`src/rtl/usb_fs_tx_pkt_fmt.sv`:
```
// USB full-speed transmit packet formatter: PID, pulled payload and CRC16 out as a
// valid/ready byte stream, with packet completion reported after the serializer's EOP.
module usb_fs_tx_pkt_fmt #(
    parameter int MAX_PKT_BYTES = 64
) (
    input  logic       clk,
    input  logic       reset_n,
    input  logic       tx_pkt_start,
    input  logic [3:0] tx_pid,
    input  logic       tx_data_avail,
    output logic       tx_data_get,
    input  logic [7:0] tx_data,
    output logic       tx_pkt_end,
    output logic       byte_valid,
    input  logic       byte_ready,
    output logic [7:0] byte_data,
    output logic       byte_last,
    input  logic       eop_done,
    output logic       busy
);

    localparam int CW = $clog2(MAX_PKT_BYTES + 1);

    typedef enum logic [2:0] {
        S_IDLE,
        S_PID,
        S_DATA,
        S_CRC_LO,
        S_CRC_HI,
        S_WAIT_EOP
    } state_t;

    state_t        state_q, state_d;
    logic          is_data_q, is_data_d;
    logic [15:0]   crc_q, crc_d;
    logic [CW-1:0] byte_count_q, byte_count_d;
    logic [1:0]    cooldown_q, cooldown_d;
    logic          byte_valid_q, byte_valid_d;
    logic [7:0]    byte_data_q, byte_data_d;
    logic          byte_last_q, byte_last_d;
    logic          tx_pkt_end_q, tx_pkt_end_d;
    logic          handshake;

    // CRC-16/USB, reflected polynomial, one full byte per call.
    function automatic logic [15:0] crc16_byte(input logic [15:0] crc, input logic [7:0] d);
        logic [15:0] c;
        c = crc ^ {8'h00, d};
        for (int i = 0; i < 8; i++) begin
            c = c[0] ? ((c >> 1) ^ 16'hA001) : (c >> 1);
        end
        return c;
    endfunction

    assign handshake = byte_valid_q && byte_ready;

    always_comb begin
        state_d      = state_q;
        is_data_d    = is_data_q;
        crc_d        = crc_q;
        byte_count_d = byte_count_q;
        cooldown_d   = (cooldown_q != 2'd0) ? cooldown_q - 2'd1 : 2'd0;
        byte_valid_d = byte_valid_q;
        byte_data_d  = byte_data_q;
        byte_last_d  = byte_last_q;
        tx_pkt_end_d = 1'b0;
        tx_data_get  = 1'b0;

        case (state_q)
            S_IDLE: begin
                if (tx_pkt_start) begin
                    is_data_d    = (tx_pid[1:0] == 2'b11);
                    crc_d        = 16'hFFFF;
                    byte_count_d = '0;
                    byte_valid_d = 1'b1;
                    byte_data_d  = {~tx_pid, tx_pid};
                    byte_last_d  = (tx_pid[1:0] != 2'b11);
                    state_d      = S_PID;
                end
            end
            S_PID: begin
                if (handshake) begin
                    byte_valid_d = 1'b0;
                    state_d      = is_data_q ? S_DATA : S_WAIT_EOP;
                end
            end
            S_DATA: begin
                if (byte_valid_q) begin
                    if (handshake) byte_valid_d = 1'b0;
                end else if (cooldown_q == 2'd0) begin
                    // The engine's registered path needs two cycles after a get to settle.
                    if (tx_data_avail && (byte_count_q < CW'(MAX_PKT_BYTES))) begin
                        tx_data_get  = 1'b1;
                        byte_valid_d = 1'b1;
                        byte_data_d  = tx_data;
                        byte_last_d  = 1'b0;
                        crc_d        = crc16_byte(crc_q, tx_data);
                        byte_count_d = byte_count_q + CW'(1);
                        cooldown_d   = 2'd2;
                    end else begin
                        byte_valid_d = 1'b1;
                        byte_data_d  = ~crc_q[7:0];
                        byte_last_d  = 1'b0;
                        state_d      = S_CRC_LO;
                    end
                end
            end
            S_CRC_LO: begin
                if (handshake) begin
                    byte_data_d = ~crc_q[15:8];
                    byte_last_d = 1'b1;
                    state_d     = S_CRC_HI;
                end
            end
            S_CRC_HI: begin
                if (handshake) begin
                    byte_valid_d = 1'b0;
                    state_d      = S_WAIT_EOP;
                end
            end
            S_WAIT_EOP: begin
                if (eop_done) begin
                    tx_pkt_end_d = 1'b1;
                    state_d      = S_IDLE;
                end
            end
            default: state_d = S_IDLE;
        endcase
    end

    always_ff @(posedge clk or negedge reset_n) begin
        if (!reset_n) begin
            state_q      <= S_IDLE;
            is_data_q    <= 1'b0;
            crc_q        <= 16'hFFFF;
            byte_count_q <= '0;
            cooldown_q   <= 2'd0;
            byte_valid_q <= 1'b0;
            byte_data_q  <= 8'h00;
            byte_last_q  <= 1'b0;
            tx_pkt_end_q <= 1'b0;
        end else begin
            state_q      <= state_d;
            is_data_q    <= is_data_d;
            crc_q        <= crc_d;
            byte_count_q <= byte_count_d;
            cooldown_q   <= cooldown_d;
            byte_valid_q <= byte_valid_d;
            byte_data_q  <= byte_data_d;
            byte_last_q  <= byte_last_d;
            tx_pkt_end_q <= tx_pkt_end_d;
        end
    end

    assign byte_valid = byte_valid_q;
    assign byte_data  = byte_data_q;
    assign byte_last  = byte_last_q;
    assign tx_pkt_end = tx_pkt_end_q;
    assign busy       = (state_q != S_IDLE);

endmodule

```
`config.mk`:
```
export PLATFORM = sky130hd
export DESIGN_NAME = usb_fs_tx_pkt_fmt
export DESIGN_NICKNAME = d
export VERILOG_FILES = /design/src/rtl/usb_fs_tx_pkt_fmt.sv
export SDC_FILE = /design/constraint.sdc
export NUM_CORES = 1
export LEC_CHECK = 0
export ABC_AREA = 1
export CAP_MARGIN = 25
export CORE_AREA = 2 2 67 69
export CTS_CLUSTER_SIZE = 40
export DETAILED_ROUTE_END_ITERATION = 10
export DIE_AREA = 0 0 69 71
export GPL_TIMING_DRIVEN = 0
export PLACE_DENSITY = 0.92
export REMOVE_ABC_BUFFERS = 1
export SYNTH_ARGS = -nofsm -noshare
export SYNTH_HDL_FRONTEND = slang
export SYNTH_SLANG_ARGS = --single-unit
```
`constraint.sdc`:
```
create_clock -name clk -period 4.7 [get_ports clk]
set_input_delay 0.47 -clock clk [delete_from_list [all_inputs] [get_ports clk]]
set_output_delay 0.47 -clock clk [all_outputs]
set_load 0.05 [all_outputs]
```
# Word-level counts from Yosys, hierarchy flattened
# Cells that the tools add are included.
totals:
  register_bits: 40
  in_bits: 18
  output_inout_bits: 13
  elab_cells: 112
classes:
  addsub: 2
  order_cmp: 1
  n_eq_ne: 17
  muxes: 56
  bitwise_logic: 12
  reduce_logical: 15
op_table:
  columns: ["op", "n"]
  rows:
  - ["$mux 16", 12]
  - ["$mux 8", 5]
  - ["$pmux 16 s2", 1]
  - ["$mux 7", 4]
  - ["$mux 3", 9]
  - ["$not 2->3", 8]
  - ["$pmux 8 s3", 1]
  - ["$ne 2x2->1 const B", 10]
  - ["$pmux 3 s6", 1]
  - ["$not 8->8", 2]
  - ["$xor 16x8->16", 1]
  - ["$mux 1", 15]
  - ["$pmux 7 s2", 1]
  - ["$mux 2", 5]
  - ["$reduce_and 5->1", 2]
  - ["$reduce_bool 3->1", 3]
  - ["$reduce_and 8->1", 1]
  - ["$add 7x1->7 const B", 1]
  - ["$lt 7x7->1 const B", 1]
  - ["$eq 3x2->1 const B", 2]
  - ["$eq 3x3->1 const B", 2]
  - ["$pmux 1 s3", 2]
  - ["$not 4->4", 1]
  - ["$reduce_bool 2->1", 2]
  - ["10 further kinds", 11]

# Logic depth before layout (Yosys ltp)
# Gate-level depths: netlist of the first run.
depth:
  word_depth: 21
  ltp_mapped: 15
  depth_no_buf: 15

# Worst setup path before layout of the first run
# Ideal clock, no wire load.
synth_path:
  path_type: "register -> output"
  startpoint: "register byte_valid_q, in the netlist byte_valid"
  endpoint: "output port tx_data_get"
  arrival_ns: 1.390
  path_slack_ns: 2.840
  stages_incl_launch_ff: 5
  path_cell_list: "dfrtp_1 > o21ai_4 > o21ai_4 > nor2_4 > buf_6"
synth_via:
  elab_chain_cells: 2
synth_rtl:
  columns: ["element", "line", "source"]
  rows:
  - ["from (decl)", "38", "logic byte_valid_q, byte_valid_d;"]
  - ["from (signal assigned)", "147", "byte_valid_q <= byte_valid_d;"]
  - ["$mux 1", "87", "if (byte_valid_q) begin"]
  - ["$mux 1", "68", "case (state_q)"]
  - ["to (decl)", "11", "output logic tx_data_get,"]
# No other way between the ends.

# Final worst setup path of the first run
layout_path:
  startpoint: "register state_q[2]"
  endpoint: "output port tx_data_get"
layout_via:
  elab_chain_cells: 2
layout_rtl:
  columns: ["element", "line", "source"]
  rows:
  - ["from (decl)", "33", "state_t state_q, state_d;"]
  - ["from (signal assigned)", "142", "state_q <= state_d;"]
  - ["$eq 3x2->1", "68", null]
  - ["$mux 1", "68", null]
# No other way between the ends.

==> impl_metrics.env, run 1 <==
export IMPL_status="finished clean"
export IMPL_clkTransAtPathRegs_ps=80
export IMPL_ctsLongestPathBuffers=2
export IMPL_drt_total_wl_um=5908
export IMPL_synth_xor_xnor_area_share_pct=1.861
export IMPL_p_sw_uw=681.3
export IMPL_setup_viol_count_final=0
export IMPL_hold_worst_slack_ps=290.2
export IMPL_synth_area_um2=2354
export IMPL_ys_ff_latch=40
export IMPL_fillerInstances=327
export IMPL_die_h_um=71
export IMPL_synthFlopType="dfrtp_1"
export IMPL_synth_top_area_share_pct=25.52
export IMPL_place_congestion=0.8538
export IMPL_cap_violations=0
export IMPL_cts_tree="built"
export IMPL_hpwlAfterDp_um=4164
export IMPL_postCtsSetupBuffers=0
export IMPL_viasPerCell=5.661
export IMPL_route_detailed_drc=0
export IMPL_netSwitchingFraction_pct=46.53
export IMPL_synth_fa_ha_area_share_pct=0.5316
export IMPL_r2r_end="byte_data[5]"
export IMPL_die_w_um=69
export IMPL_period_share_pct=74.52
export IMPL_p_clk_share_pct=16.2
export IMPL_worst_clock_skew_ps=4.674
export IMPL_syn_inst=306
export IMPL_hold_viol=0
export IMPL_ios=31
export IMPL_antenna_left=0
export IMPL_register_area_um2=1021
export IMPL_combPwrFrac_pct=49.6
export IMPL_final_common_cell="nand2_1"
export IMPL_multi_input_area_um2=1111
export IMPL_rsz0062_at_grt="no"
export IMPL_cts_buffers=5
export IMPL_drt_iter0_drc=220
export IMPL_tightest_slew_ps=881.4
export IMPL_drive_gt1_share_pct=13.53
export IMPL_synth_distinct_cells=40
export IMPL_critPathLaunchType="register"
export IMPL_async_flop_share_pct=100.0
export IMPL_antenna_found_initial=0
export IMPL_reg2reg_from="state_q[2]"
export IMPL_nets=358
export IMPL_start_util_pct=55.98
export IMPL_synth_warnings=0
export IMPL_p_leak_uw=0.001372
export IMPL_synth_edff_count=0
export IMPL_worstPathArrival_ps=3030
export IMPL_drv_slew=0
export IMPL_hold_class="input port to asynchronous set/reset pin"
export IMPL_numPortBuffers=30
export IMPL_die_area_um2=4899
export IMPL_core_um2=4204
export IMPL_htree_levels=2
export IMPL_synth_simple_area_share_pct=25.73
export IMPL_cts_num_sinks=40
export IMPL_worstSetupPathType="register to output pin"
export IMPL_ir_worst_vdd_v=0.0001865
export IMPL_reg2reg_depth=8
export IMPL_postCtsResizedCells=0
export IMPL_cp_max_fo=17
export IMPL_fp_row_count=24
export IMPL_drt_first_pass_iters=4
export IMPL_syn_avg_cell_area_um2=7.691
export IMPL_fin_util_pct=65.95
export IMPL_synth_top_family_by_area="simple AND/OR/NAND/NOR gates"
export IMPL_synthTopCellsByArea="dfrtp_1 26%, dfstp_2 18%, nand2_1 15%"
export IMPL_synth_compound_area_share_pct=19.09
export IMPL_end_kind="output pin"
export IMPL_max_slew_margin_rel_pct=41.24
export IMPL_post_drt_wl_per_cell_um=15.07
export IMPL_areaGrowthSynthToFinish_pct=17.81
export IMPL_grt_pass1_wl_um=9901
export IMPL_grt_total_usage_pct=25.39
export IMPL_grt_pass1_vias=2155
export IMPL_grt_overflow_total=0
export IMPL_place_inst=384
export IMPL_p_per_area_nw_per_um2=528.1
export IMPL_vias=2219
export IMPL_clkLatencyLatePin_ps=290
export IMPL_placed_area_um2=2683
export IMPL_finalCriticalPeriod_ps=3502
export IMPL_p_seq_share_pct=34.2
export IMPL_n_antenna_cell=0
export IMPL_final_cells=392
export IMPL_final_area_um2=2773
export IMPL_synth_mux_area_fraction_pct=0
export IMPL_max_freq_ghz=0.2855
export IMPL_final_setup_tns_ps=0
export IMPL_final_cell_mix="97 x nand2_1, 45 x inv_1, 29 x clkdlybuf4s50_1"
export IMPL_internal_power_uw=783.0
export IMPL_reg2reg_slack_ps=2350
export IMPL_cts_hold_buf=0
export IMPL_root_buffer="clkbuf_8"
export IMPL_yosysTopAreaCell="dfrtp_1"
export IMPL_synth_seq_area_share_pct=43.38
export IMPL_grt_max_degree=41
export IMPL_crit_required_ps=4230
-- area by class of cell --
cell class | count | share of cell area, %
Sequential cell | 40 | 36.82
Timing Repair Buffer | 30 | 10.65
Multi-Input combinational cell | 212 | 40.07
Clock buffer | 8 | 3.249
Inverter | 50 | 6.859
Tap cell | 52 | 2.347
-- synth_stat cells (3+ instances only) --
cell type	instances
nand2_1	97
inv_1	45
dfrtp_1	24
a21oi_1	22
dfstp_2	16
nor2_1	16
o21ai_0	15
nand3_1	11
a32oi_1	4
inv_2	4
o211ai_1	4
a22oi_1	3
a22oi_2	3
a31oi_1	3
nor2_2	3
nor3_1	3
o21ai_1	3
xor2_1	3
-- sequential cells by signal (all words and copies together), names as in the netlist --
name,flops
crc_q,16
byte_data,8
byte_count_q,7
state_q,3
cooldown_q,2
byte_last,1
byte_valid,1
is_data_q,1
tx_pkt_end,1
-- worst max path at each step --
stage | start | endpoint | slack (ps) | cells past startpoint
after CTS | state_q[2] | tx_data_get | 1230 | 6
final | state_q[2] | tx_data_get | 1200 | 6
after global placement | tx_data_avail | tx_data_get | 1260 | 6
after detailed placement | tx_data_avail | tx_data_get | 1240 | 6
after floorplan | state_q[2] | tx_data_get | 2620 | 5
after global routing | state_q[2] | tx_data_get | 1120 | 6
-- logic make-up (layout without fill, tap and decap cells) --
group           after synthesis  after routing
fa+ha+maj                     1              1
flops                        40             40
buf+inv                      54             88
simple gates                140            140
compound gates               66             66
xor+xnor                      5              5
-- power groups by stage --
stage	clock network (uW)	registers, uW	logic, uW
detailed placement	0	504	711
floorplan	0	649	343
finish	237	501	726
global route	250	510	783
global placement	0	500	689
CTS	241	499	719
-- through the flow --
stage          total power, uW  setup slack, ps
3_3_place_gp              1190             1261
2_1_floorplan            992.3             2624
4_1_cts                   1459             1229
6_report                  1464             1198
3_5_place_dp              1215             1244
5_1_grt                   1544             1125
-- critical path, cell delays in order, from the launching register on --
cell             delay, ps
dfrtp_1                480
nor2_4                 190
nand2_2                240
nor2_2                 230
o21ai_4                230
nor2_4                 460
clkdlybuf4s50_1        900
-- per-layer routing --
layer	part of all wire [%]	GRT usage [%]	vias up
li1	-	-	1058
met3	7.3	4.558	17
met4	3.0	12.20	0
met5	0	0	-
met2	51	43.70	102
met1	39	30.97	1042
Note: power is estimated with default switching activity, not from simulation.
==> run 2, diff against run 1 <==
Settings changed: CORE_AREA 2 2 67 69 to 2 2 72 74, DIE_AREA 0 0 69 71 to 0 0 74 76, PLACE_DENSITY 0.92 to 0.85.
Clock period 4.7 ns to 3 ns, I/O delays scaled along.
==> run 2 against run 1 <==
- final cell count rose by 4.6%
- register-to-register slack got worse by 1600 ps
- sequential cell count did not move
- routed wire length fell by 7.1%
- die area rose by 15%
- final area rose by 0.77%
- non-clock buffer count did not move
- via count fell by 2.4%
- worst hold slack got worse by 170 ps
- global-route usage fell by 4.6 points
- core utilization fell by 9.1 points
- critical endpoint unchanged
==> impl_metrics.env, run 2 (synthesized netlist as in run 1, its figures left out) <==
export IMPL_rsz0062_at_grt="no"
export IMPL_hpwlAfterDp_um=3937
export IMPL_tightest_slew_ps=878.5
export IMPL_p_per_area_nw_per_um2=814.6
export IMPL_period_share_pct=92.72
export IMPL_p_seq_share_pct=34.4
export IMPL_cts_num_sinks=40
export IMPL_worst_clock_skew_ps=7.360
export IMPL_start_util_pct=47.91
export IMPL_cp_max_fo=17
export IMPL_worstPathArrival_ps=2480
export IMPL_max_slew_margin_rel_pct=41.43
export IMPL_htree_levels=2
export IMPL_worstSetupPathType="register to output pin"
export IMPL_finalCriticalPeriod_ps=2782
export IMPL_cap_violations=0
export IMPL_p_sw_uw=1051
export IMPL_cp_slowest_cell="dfrtp_1"
export IMPL_status="finished clean"
export IMPL_wl_met3_um=332
export IMPL_vias=2165
export IMPL_clkLatencyLatePin_ps=300
export IMPL_die_area_um2=5624
export IMPL_root_buffer="clkbuf_8"
export IMPL_drive_gt1_share_pct=14.12
export IMPL_fillerInstances=439
export IMPL_nets=358
export IMPL_n_antenna_cell=0
export IMPL_grt_pass1_wl_um=9156
export IMPL_antenna_left=0
export IMPL_final_setup_tns_ps=0
export IMPL_grt_max_degree=41
export IMPL_placed_area_um2=2705
export IMPL_hold_worst_slack_ps=118.1
export IMPL_hold_class="input port to asynchronous set/reset pin"
export IMPL_clkTransAtPathRegs_ps=80
export IMPL_core_um2=4912
export IMPL_internal_power_uw=1225
export IMPL_p_leak_uw=0.001372
export IMPL_route_detailed_drc=0
export IMPL_end_kind="output pin"
export IMPL_drt_iter0_drc=215
export IMPL_cp_slowest_stage_delay_ps=490
export IMPL_ir_worst_vdd_v=0.0002627
export IMPL_final_cell_mix="97 x nand2_1, 45 x inv_1, 28 x clkdlybuf4s50_1"
export IMPL_grt_total_usage_pct=20.83
export IMPL_post_drt_wl_per_cell_um=13.39
export IMPL_drt_total_wl_um=5490
export IMPL_ios=31
export IMPL_antenna_found_initial=0
export IMPL_grt_overflow_total=0
export IMPL_final_common_cell="nand2_1"
export IMPL_hold_viol=0
export IMPL_die_w_um=74
export IMPL_cts_tree="built"
export IMPL_ctsLongestPathBuffers=2
export IMPL_netSwitchingFraction_pct=46.16
export IMPL_p_clk_share_pct=17.1
export IMPL_numPortBuffers=30
export IMPL_cts_buffers=5
export IMPL_critPathMostFrequentCell="nor2_4"
export IMPL_die_h_um=76
export IMPL_top_register="crc_q"
export IMPL_combPwrFrac_pct=48.5
export IMPL_cp_cell_sequence="nor2_4 -> nand2_2 -> nor2_2 -> o21ai_4 -> nor2_4 -> clkbuf_2"
export IMPL_max_freq_ghz=0.3595
export IMPL_critPathLaunchType="register"
export IMPL_route_met2_wl_um=2722
export IMPL_dr_max_layer_used="met4"
export IMPL_largest_register_ffs=16
export IMPL_drv_slew=0
export IMPL_viasPerCell=5.280
export IMPL_crit_required_ps=2700
export IMPL_setup_viol_count_final=0
export IMPL_drt_met1_wl_um=2347
export IMPL_place_congestion=0.8399
export IMPL_fp_row_count=26
export IMPL_areaGrowthSynthToFinish_pct=18.71
export IMPL_drt_first_pass_iters=4
export IMPL_final_area_um2=2794
export IMPL_grt_pass1_vias=2049
==> run 2: cell types whose count changed in the layout (fill, tap and decap cells not counted) <==
cell	delta
clkinvlp_4	+1
clkbuf_1	-1
clkbuf_2	+1
clkdlybuf4s50_1	-1
==> run 2: layout make-up <==
cell class | count | area, um2 | area share (%)
clock buffers | 7 | 86.33 | 3.090
well taps | 70 | 87.58 | 3.135
flip-flops and latches | 40 | 1021 | 36.54
multi-input cells | 212 | 1111 | 39.77
inverters | 50 | 190.2 | 6.807
repair buffers | 30 | 290.3 | 10.39
clock inverters | 1 | 7.507 | 0.2687
==> run 2: timing repair <==
item | 4_1_cts | 5_1_grt
hold buffers | 0 | 0
setup buffers | 0 | 0
setup endpoints to repair | 1 | 1
resized for setup | 1 | 2
==> run 2: power groups by stage <==
stage               logic, uW  registers [uW]  clock network [uW]
CTS                      1100             782                 393
detailed placement       1100             792                   0
finish                   1100             783                 389
floorplan                 538            1020                   0
global route             1200             797                 419
global placement         1080             786                   0
==> run 2: critical path, delay by kind of cell, from the launching register on <==
family | cells | cell delay [ps]
and+or+nand+nor | 4 | 1110
DFF | 1 | 490
AOI/OAI and AO/OA | 1 | 210
buffers and inverters | 1 | 370
==> run 2: routing by layer <==
layer / up-vias / track usage (%)
met5: - / 0
met4: 0 / 7.455
met3: 12 / 4.497
met2: 77 / 34.11
met1: 1022 / 26.76
li1: 1054 / -
==> run 2: final timing paths <==
check	start	to	slack [ps]	depth (start not counted)
setup / recovery	state_q[2]	tx_data_get	220	6
hold / removal	reset_n	byte_data[2]	120	1
setup reg to reg	state_q[2]	crc_q[14]	740	8
hold reg to reg	cooldown_q[0]	cooldown_q[0]	450	1
max in group asynchronous	reset_n	byte_count_q[3]	2330	1
min in group clk	cooldown_q[0]	cooldown_q[0]	450	1
==> run 2: metrics by stage <==
stage                     setup WS, ps  total power (uW)  std cells  util (%)
after detailed placement        -86.07              1888        402     55.07
after floorplan                  958.5              1555        302         -
final                            218.4              2276        410     56.88
after global routing             91.14              2418        410     56.88
after global placement          -92.65              1869        402     55.17
after CTS                        28.23              2278        410     56.95
==> run 3, diff against run 2 <==
Settings changed: CORE_AREA 2 2 72 74 to 2 2 86 88, DIE_AREA 0 0 74 76 to 0 0 88 90, PLACE_DENSITY 0.85 to 0.65.
==> run 3 against run 2 <==
- sequential power is essentially flat
- final cell count grew 7.6%
- core utilization shrank 16 points
- worst hold slack gained 320 ps
- largest power group unchanged
- fmax grew 0.34%
- sequential share of layout area shrank 0.89 points
==> impl_metrics.env, run 3 (synthesized netlist as in run 1, its figures left out) <==
export IMPL_status="finished clean"
export IMPL_power_total_uw=2272
export IMPL_cts_tree="built"
export IMPL_ios=31
export IMPL_drt_total_wl_um=5581
export IMPL_die_w_um=88
export IMPL_p_leak_uw=0.001390
export IMPL_core_um2=7020
export IMPL_root_buffer="clkbuf_8"
export IMPL_tightest_slew_ps=689.8
export IMPL_nets=360
export IMPL_antenna_found_initial=0
export IMPL_ctsLongestPathBuffers=2
export IMPL_end_kind="output pin"
export IMPL_hold_viol=0
export IMPL_ir_worst_vdd_v=0.0002129
export IMPL_drive_gt1_share_pct=14.04
export IMPL_startpoint="state_q[2]"
export IMPL_rsz0062_at_grt="no"
export IMPL_final_area_um2=2864
export IMPL_antenna_left=0
export IMPL_reg2reg_depth=8
export IMPL_max_slew_margin_rel_pct=53.84
export IMPL_start_util_pct=33.52
export IMPL_drt_first_pass_iters=4
export IMPL_n_antenna_cell=0
export IMPL_final_common_cell="nand2_1"
export IMPL_route_detailed_drc=0
export IMPL_worst_clock_skew_ps=4.653
export IMPL_die_h_um=90
export IMPL_grt_total_usage_pct=15.16
export IMPL_fp_row_count=31
export IMPL_cts_buffers=5
export IMPL_reg2reg_from="state_q[2]"
export IMPL_clkLatencyLatePin_ps=300
export IMPL_cts_num_sinks=40
export IMPL_placed_area_um2=2769
export IMPL_register_area_um2=1021
export IMPL_place_inst=432
export IMPL_worstSetupPathType="register to output pin"
export IMPL_holdPathStages=1
export IMPL_r2r_end="crc_q[14]"
export IMPL_grt_pass1_vias=2109
export IMPL_finalCriticalPeriod_ps=2772
export IMPL_hpwlAfterDp_um=4142
export IMPL_grt_pass1_wl_um=9439
export IMPL_drt_iter0_drc=118
export IMPL_post_drt_wl_per_cell_um=12.66
export IMPL_period_share_pct=92.40
export IMPL_worstPathArrival_ps=2470
export IMPL_cap_violations=0
export IMPL_postCtsSetupBuffers=0
export IMPL_areaGrowthSynthToFinish_pct=21.69
export IMPL_place_congestion=0.8141
export IMPL_p_per_area_nw_per_um2=793.3
export IMPL_final_cells=441
export IMPL_htree_levels=2
export IMPL_clkTransAtPathRegs_ps=80
export IMPL_viasPerCell=4.744
export IMPL_setup_viol_count_final=0
export IMPL_largest_register_ffs=16
export IMPL_top_register="crc_q"
export IMPL_crit_required_ps=2700
export IMPL_multi_input_area_um2=1111
export IMPL_hold_class="register to register"
export IMPL_critPathLaunchType="register"
export IMPL_fin_util_pct=40.79
export IMPL_grt_max_degree=23
export IMPL_die_area_um2=7920
export IMPL_fillerInstances=701
export IMPL_grt_overflow_total=0
export IMPL_max_freq_ghz=0.3607
export IMPL_cp_endpoint="tx_data_get"
export IMPL_reg2reg_slack_ps=730
export IMPL_vias=2092
export IMPL_drv_slew=0
export IMPL_numPortBuffers=30
export IMPL_cp_max_fo=17
export IMPL_final_cell_mix="97 x nand2_1, 45 x inv_1, 28 x clkdlybuf4s50_1"
==> run 3: cell count changes in the layout (fill, tap and decap cells not counted) <==
cell           change
buf_16             +1
dlygate4sd3_1      +1
clkbuf_1           +1
clkinvlp_4         -1
==> run 3: area by class of cell <==
class                   instances  share of cell area [%]
clock buffers                   8                   3.145
repair buffers                 32                   11.45
inverters                      50                   6.640
flip-flops and latches         40                   35.65
well taps                      99                   4.325
multi-input cells             212                   38.79
==> run 3: timing repair <==
item / 4_1_cts / 5_1_grt
endpoints found under the setup margin: 1 / 1
gates resized for setup: 2 / 1
hold buffers: 1 / 0
endpoints found under the hold margin: 12 / 0
==> run 3: worst min path at each step <==
stage	from	endpoint	slack, ps
floorplan	reset_n	byte_count_q[0]	4
global placement	cooldown_q[0]	cooldown_q[0]	430
detailed placement	reset_n	state_q[0]	290
CTS	cooldown_q[0]	cooldown_q[0]	450
global route	cooldown_q[0]	cooldown_q[0]	490
finish	cooldown_q[0]	cooldown_q[0]	440
==> run 3: critical path, stage by stage, from the launching register on <==
cell and delay, ps:
dfrtp_1 480, nor2_4 190, nand2_2 230, nor2_2 230
o21ai_4 220, nor2_4 440, clkbuf_2 370
==> run 3: per-layer routing <==
metal,track usage [%],vias up,part of all wire [%]
li1,-,1061,-
met1,19.11,985,46
met2,25.06,42,49
met3,3.489,4,4.3
met4,5.385,0,0.82
met5,0,-,0
==> run 3: report_power, final <==
part	switching (uW)	leakage (uW)	internal (uW)
registers	98.9	0.000474	684
logic	752	0.000870	358
clock network	190	0.0000455	188
==> run 3: per-stage QoR <==
step	hold slack, ps	setup slack (ps)	TNS, ps
after global placement	426.0	-144.5	-144.5
after global routing	489.7	34.33	0
final	441.0	228.0	0
after detailed placement	288.0	-149.8	-149.8
after floorplan	4.409	958.5	0
after CTS	446.4	5.804	0
